==> src/rtl/ms_wb_master.sv <==
// Wishbone classic initiator driven by a simple command/response port.
// Each command runs a single read or write bus cycle. A read can instead poll:
// it repeats until the masked read data is nonzero, with an idle gap between
// attempts. A bus cycle that gets no ack is aborted after a timeout.
// POLL_GAP is expected to be at least 1. TIMEOUT_CYCLES is expected to be at least 1.
module ms_wb_master #(
    parameter int TIMEOUT_CYCLES = 256,
    parameter int POLL_GAP       = 4
) (
    input  logic        clk_i,
    input  logic        rst_n_i,

    input  logic        cmd_valid_i,
    output logic        cmd_ready_o,
    input  logic        cmd_we_i,
    input  logic        cmd_poll_i,
    input  logic [31:0] cmd_adr_i,
    input  logic [31:0] cmd_dat_i,
    input  logic [3:0]  cmd_sel_i,
    input  logic [31:0] cmd_mask_i,

    output logic        rsp_valid_o,
    output logic [31:0] rsp_dat_o,
    output logic        rsp_err_o,

    output logic [31:0] adr_o,
    output logic [31:0] dat_o,
    output logic [3:0]  sel_o,
    output logic        we_o,
    output logic        cyc_o,
    output logic        stb_o,
    input  logic [31:0] dat_i,
    input  logic        ack_i
);

    localparam logic [1:0] ST_IDLE = 2'd0;
    localparam logic [1:0] ST_BUS  = 2'd1;
    localparam logic [1:0] ST_GAP  = 2'd2;
    localparam logic [1:0] ST_RESP = 2'd3;

    localparam int TMO_W = (TIMEOUT_CYCLES > 1) ? $clog2(TIMEOUT_CYCLES) : 1;
    localparam int GAP_W = (POLL_GAP > 1) ? $clog2(POLL_GAP) : 1;
    localparam logic [TMO_W-1:0] TMO_LAST = TMO_W'(TIMEOUT_CYCLES - 1);
    localparam logic [GAP_W-1:0] GAP_LAST = GAP_W'(POLL_GAP - 1);

    logic [1:0]       state;
    logic [TMO_W-1:0] tmo_cnt;
    logic [GAP_W-1:0] gap_cnt;
    logic [31:0]      mask_q;
    logic             poll_q;
    logic             cyc_q;

    logic accept;
    logic bus_ack;
    logic bus_tmo;
    logic poll_miss;
    logic gap_done;
    logic finish;

    assign cmd_ready_o = (state == ST_IDLE);
    assign cyc_o       = cyc_q;
    assign stb_o       = cyc_q;

    // Decode this cycle's events. An ack on the timeout edge counts as an ack. A poll miss is an acked poll read whose masked data is zero.
    always_comb begin
        accept    = cmd_valid_i & cmd_ready_o;
        bus_ack   = (state == ST_BUS) & ack_i;
        bus_tmo   = (state == ST_BUS) & ~ack_i & (tmo_cnt == TMO_LAST);
        poll_miss = bus_ack & poll_q & ((dat_i & mask_q) == 32'd0);
        gap_done  = (state == ST_GAP) & (gap_cnt == GAP_LAST);
        finish    = (bus_ack & ~poll_miss) | bus_tmo;
    end

    // Main sequencer: IDLE -> BUS -> (GAP -> BUS)* -> RESP -> IDLE
    always_ff @(posedge clk_i or negedge rst_n_i) begin
        if (!rst_n_i) begin
            state <= ST_IDLE;
        end else begin
            case (state)
                ST_IDLE: if (accept) state <= ST_BUS;
                ST_BUS: begin
                    if (poll_miss)   state <= ST_GAP;
                    else if (finish) state <= ST_RESP;
                end
                ST_GAP:  if (gap_done) state <= ST_BUS;
                ST_RESP: state <= ST_IDLE;
                default: state <= ST_IDLE;
            endcase
        end
    end

    // The timeout counter restarts on every entry into BUS. The gap counter restarts on every poll miss.
    always_ff @(posedge clk_i or negedge rst_n_i) begin
        if (!rst_n_i) begin
            tmo_cnt <= '0;
            gap_cnt <= '0;
        end else begin
            if (accept || gap_done)  tmo_cnt <= '0;
            else if (state == ST_BUS) tmo_cnt <= tmo_cnt + 1'b1;

            if (poll_miss)            gap_cnt <= '0;
            else if (state == ST_GAP) gap_cnt <= gap_cnt + 1'b1;
        end
    end

    // Latch the command onto the bus. Address, data, select and we hold their values between bus cycles.
    always_ff @(posedge clk_i or negedge rst_n_i) begin
        if (!rst_n_i) begin
            adr_o  <= '0;
            dat_o  <= '0;
            sel_o  <= '0;
            we_o   <= 1'b0;
            mask_q <= '0;
            poll_q <= 1'b0;
            cyc_q  <= 1'b0;
        end else begin
            if (accept) begin
                adr_o  <= cmd_adr_i;
                dat_o  <= cmd_dat_i;
                sel_o  <= cmd_sel_i;
                we_o   <= cmd_we_i;
                mask_q <= cmd_mask_i;
                poll_q <= cmd_poll_i & ~cmd_we_i & (cmd_mask_i != 32'd0);
            end
            if (accept || gap_done)     cyc_q <= 1'b1;
            else if (bus_ack || bus_tmo) cyc_q <= 1'b0;
        end
    end

    // Issue the response pulse. Read data is captured there and held until the next response. Writes and timeouts return zero.
    always_ff @(posedge clk_i or negedge rst_n_i) begin
        if (!rst_n_i) begin
            rsp_valid_o <= 1'b0;
            rsp_err_o   <= 1'b0;
            rsp_dat_o   <= '0;
        end else begin
            rsp_valid_o <= finish;
            rsp_err_o   <= bus_tmo;
            if (finish) rsp_dat_o <= (bus_ack && !we_o) ? dat_i : 32'd0;
        end
    end

endmodule
==> config.mk <==
export PLATFORM = sky130hd
export DESIGN_NAME = ms_wb_master
export DESIGN_NICKNAME = d
export VERILOG_FILES = /design/src/rtl/ms_wb_master.sv
export SDC_FILE = /design/constraint.sdc
export NUM_CORES = 1
export LEC_CHECK = 0
export ABC_AREA = 1
export ABC_CLOCK_PERIOD_IN_PS = 2000
export CAP_MARGIN = 20
export CORE_ASPECT_RATIO = 1.75
export CORE_MARGIN = 2
export CORE_UTILIZATION = 45
export CTS_CLUSTER_DIAMETER = 60
export DETAILED_ROUTE_END_ITERATION = 10
export PLACE_DENSITY = 0.83
export SYNTH_ARGS = -nofsm -noshare
export SYNTH_HDL_FRONTEND = slang
export SYNTH_SLANG_ARGS = --single-unit
==> constraint.sdc <==
create_clock -name clk_i -period 2 [get_ports clk_i]
set_input_delay 0.4 -clock clk_i [delete_from_list [all_inputs] [get_ports clk_i]]
set_output_delay 0.4 -clock clk_i [all_outputs]
set_load 0.02 [all_outputs]
After elaboration in Yosys (flattened, before gate mapping) --
Cells that the tools add are included.
Storage, ports and cells: input port bits 138, register bits after elaboration 149
Operators by class: reduce and logical (&&, ||, !) cells 11, add/subtract/negate cells 2, multiplexer cells 12, bitwise logic cells 15, eq/ne operators 8
Operators with widths (count):
- bitwise AND 32 bit | 1
- zero test 32 bit | 1
- two-way mux 32 bit | 1
- nonzero test 32 bit | 1
- two-way mux 8 bit | 2
- two-way mux 2 bit | 6
- bitwise AND 1 bit | 10
- adder 8 x 1 -> 8 bit, second input constant | 1
- equality test 8 bit, second input constant | 1
- case mux 2 bit (4 select lines) | 1
- equality test 2 bit, second input constant | 3
- nonzero test 2 bit | 3
- inequality test 3 bit, second input constant | 1
- inverter 1 bit | 3
- AND reduction 3 bit | 1
- adder 2 x 1 -> 2 bit, second input constant | 1
- equality test 2 x 1 -> 1 bit, second input constant | 1
- zero test 2 bit | 1
- logical OR 1 bit | 2
- two-way mux 1 bit | 2
- inequality test 2 x 1 -> 1 bit, second input constant | 1
- inequality test 2 bit, second input constant | 1
- logical AND 1 bit | 1
- zero test 1 bit | 1
- bitwise OR 1 bit | 1

Longest topological paths before layout --
depth in word-level cells 10, depth in mapped cells 10

Least setup slack after synthesis --
OpenSTA, ideal clock, no wires.
kind flip-flop to flip-flop, start register state[0], end register dat_o[10], setup time 66 ps, cell stages (with the launch flop) 9, path slack 352 ps, arrival 1582 ps, period minus slack after synthesis 1648 ps, cells stage by stage dfrtp_1 nor2_1 nand2_1 buf_2 clkinv_1 buf_2 buf_2 nand2_1 nand2_1
Between the ends: cells in the longest elaborated chain, start to end 2
Ends and longest elaborated chain:
- start: declaration | RTL line 46 | logic [1:0] state;
- start signal: assignment | RTL line 77 | state <= ST_IDLE;
- start signal: assignment | RTL line 80 | ST_IDLE: if (accept) state <= ST_BUS;
- start signal: assignment | RTL line 82 | if (poll_miss) state <= ST_GAP;
- zero test 2 bit | RTL line 60 | assign cmd_ready_o = (state == ST_IDLE);
- net cmd_ready_o | RTL line 14 | output logic cmd_ready_o,
- bitwise AND 1 bit | RTL line 66 | accept = cmd_valid_i & cmd_ready_o;
- end signal: assignment | RTL line 119 | dat_o <= cmd_dat_i;
- end: declaration | RTL line 27 | output logic [31:0] dat_o,
The timed path passes the listed nets, and every way through them passes these cells. A chain may end at the register's enable or synchronous reset.

Worst setup path after layout --
start register state[0], end output port cmd_ready_o
Between the ends: cells in the longest elaborated chain, start to end 1
Ends and longest elaborated chain (RTL line):
- zero test 2 bit | 60
- end: declaration | 14
No other way between the ends.

==> impl_metrics.py <==
metrics = {
    "timing": {
        "max_freq_mhz": 526,
        "finalMaxSlewViolations": 0,
        "rsz0062_at_grt": "false",
        "skew_ns": 0.0103,
        "fin_crit_sh": 0.951,
        "relSlewSlack": 0.708,
        "timing.hold.ws_ns": 0.472,
        "fin_crit_ns": 1.90,
        "worst_slack_ns": 0.0980,
        "tightest_slew_ns": 0.438,
        "final_hold_viol_count": 0,
        "setup_violations": 0,
    },
    "global_routing": {
        "grt_util_met3": 0.0720,
        "met2_usage": 0.437,
        "busiest_layer": "met2",
        "grt_pass1_wl_um": 29900,
        "use_met1": 0.265,
        "grt_pass1_vias": 6336,
        "grt.total_usage": 0.251,
        "grt_overflow": 0,
        "grt_antenna_before_repair": 0,
        "grt_max_degree": 74,
    },
    "worst_setup_path": {
        "cp_max_fo": 6,
        "cp.required_ns": 1.60,
        "worstSetupEndpoint": "cmd_ready_o",
        "cp.arrival_ns": 1.50,
        "start_kind": "flop",
        "cp_top_family": "flip-flops",
        "reg2reg_slack_ns": 0.24,
        "slowest_delay_ns": 0.44,
        "crit_type": "flop to output port",
        "timing.rr.end": "cyc_o",
        "slowest_stage": "dfrtp_1",
        "crit_path_cell_trace": "nor2_1, dlygate4sd2_1",
        "end_kind": "output port",
        "cp-startpoint": "state[0]",
        "worstRegToRegCells": 8,
        "cp_num_cells": 2,
        "r2r-start": "tmo_cnt[1]",
        "critPathBufInv": 1,
    },
    "run_status": {
        "status": "complete, no violations",
    },
    "yosys": {
        "netlist_area_sq_um": 6540,
        "synth_cells": 832,
        "synth_flop_cell": "dfrtp_1",
        "ys_types": 26,
        "syn-num-nets": 972,
        "ys_seq_elements": 149,
        "synth-edff-count": 0,
        "avgSynthCellArea_sq_um": 7.86,
        "yosys_warnings": 0,
        "ys_seq_area_frac": 0.570,
        "synthArstFlopShare": 1.00,
    },
    "layout": {
        "nNetsFinal": 1219,
        "stdcell_count": 1270,
        "utilization": 0.692,
        "syn_to_final_growth_pct": 51.3,
        "drive_gt1_frac": 0.0541,
        "finalInstanceArea_sq_um": 9900,
        "nFillCells": 1118,
        "diodes": 0,
    },
    "pwr": {
        "powerDensity_nw_per_um2": 1460,
        "ir_worst_vdd_mv": 0.746,
        "intPower_mw": 8.96,
        "clockPowerShare": 0.216,
        "pwr-share-seq": 0.350,
        "switching_share": 0.379,
        "power_switching_mw": 5.47,
        "comb_power_share": 0.434,
        "leakagePower_nw": 5.10,
    },
    "cts": {
        "clock_latency_ns": 0.42,
        "cts.sink_count": 149,
        "clk_pin_slew_ns": 0.06,
        "cts_tree": "done",
        "htree_levels": 4,
        "cts_root_buf": "clkbuf_16",
        "clock_path_buffers": 2,
        "numCtsBuffers": 17,
    },
    "drt": {
        "avgViaCountPerCell": 4.83,
        "route.detailed.drc": 0,
        "ant_nets": 0,
        "wl_per_cell_um": 14.7,
        "drt-initial-drc-count": 350,
        "wl_um": 18700,
        "vias": 6140,
        "first_pass_iters": 5,
    },
    "die": {
        "core-area_sq_um": 14300,
        "dieArea_sq_um": 15500,
        "rows": 58,
        "die_w_um": 95.1,
        "initial_core_util": 0.457,
        "boundaryPins": 244,
        "floorplan.die.height_um": 163,
    },
    "place": {
        "post-place-cells": 1239,
        "io_buffers": 243,
        "place_area_sq_um": 9320,
        "place_hpwl_um": 13900,
        "dpl_worst_slack_ns": -0.0270,
        "gp_congestion": 0.844,
    },
    "run": {
        "max_cap_violations": 0,
    },
    "min_path": {
        "hp-class": "flop to flop",
        "whs_path_depth": 2,
    },
}
[what timing repair did]
item | CTS | global route
gates resized for setup | 1 | 0
hold buffers | 1 | 0
buffers inserted | 0 | 0
hold endpoints to repair | 44 | 0
endpoints found under the setup margin | 1 | 0
[flip-flops by register name, indices dropped and copies added (netlist names)]
signal / count
sel_o: 4
state: 2
adr_o: 32
rsp_err_o: 1
gap_cnt: 2
rsp_valid_o: 1
mask_q: 32
tmo_cnt: 8
cyc_o: 1
poll_q: 1
we_o: 1
rsp_dat_o: 32
dat_o: 32
[tightest hold or removal path, cell delays in order, from the launching register on]
cell and delay, ns:
dfrtp_1 0.34, nand2_1 0.05, nand2_1 0.04
[area by class of cell]
type                            count  area [sq um]  area share
Tap cell                          180           225      0.0228
Clock inverter                     11           128      0.0129
Multi-Input combinational cell    565          2350       0.237
Sequential cell                   149          3730       0.377
Clock buffer                       19           443      0.0448
Timing Repair Buffer              264          2720       0.275
Inverter                           82           308      0.0311
[cell usage after synthesis, types with 2 or more instances]
cell,instances,area share
nand2_1,389,0.22
or2_2,2,0.0019
inv_1,80,0.046
xor2_1,2,0.0027
ha_1,2,0.0038
nand3_1,42,0.032
o31ai_1,2,0.0023
o21ai_0,40,0.031
buf_1,4,0.0023
buf_4,4,0.0046
nor2_1,62,0.036
nand4_1,13,0.012
buf_2,11,0.0084
clkbuf_1,17,0.0098
dfrtp_1,149,0.57
a21oi_1,3,0.0023
[placed cells by master (no fill, tap or decap), types with 3 or more instances in the layout]
cell type          n
nand3_1           42
buf_4             10
clkdlybuf4s50_1  241
buf_12            10
o21ai_0           40
nand2_1          388
clkinvlp_4         3
inv_6              3
a21oi_1            3
nor2_1            62
inv_1             80
clkbuf_16         17
nand4_1           13
dfrtp_1          149
[cells by family (layout without fill, tap and decap cells)]
group,Yosys count,in the layout,share of synthesized area
adders and majority gates,2,2,0.00383
DFF,149,149,0.570
xor gates and xnor gates,3,3,0.00402
buffers and inverters,118,376,0.0721
and+or+nand+nor,513,513,0.311
AOI/OAI and AO/OA,47,47,0.0388
[power groups by stage]
stage                     combinational, mW  clock, mW  sequential, mW
final                                  6.26       3.11            5.05
after global routing                   6.87       3.30            5.20
after CTS                              6.32       3.16            5.06
after detailed placement               6.30          0            5.06
after global placement                 6.12          0            5.03
after floorplan                        2.21          0            6.04
[per-stage QoR]
stage	setup TNS [ns]	power [mW]
2_1_floorplan	0	8.25
3_3_place_gp	0	11.2
3_5_place_dp	-0.0302	11.4
4_1_cts	0	14.5
5_1_grt	0	15.4
6_report	0	14.4
[how the worst min path moves through the flow]
stage	to	from
after floorplan	adr_o[0]	rst_n_i
after global placement	rsp_dat_o[2]	rst_n_i
after detailed placement	rsp_dat_o[4]	rst_n_i
after CTS	rsp_dat_o[18]	rsp_dat_o[18]
after global routing	rsp_dat_o[28]	rsp_dat_o[28]
final	rsp_dat_o[18]	rsp_dat_o[18]
[metal layers]
metal	vias to the layer above	wire length, um
li1	3029	-
met1	2806	6560
met2	245	9960
met3	60	1200
met4	0	973
met5	-	0
No activity file was read; power rests on OpenSTA's default activity.
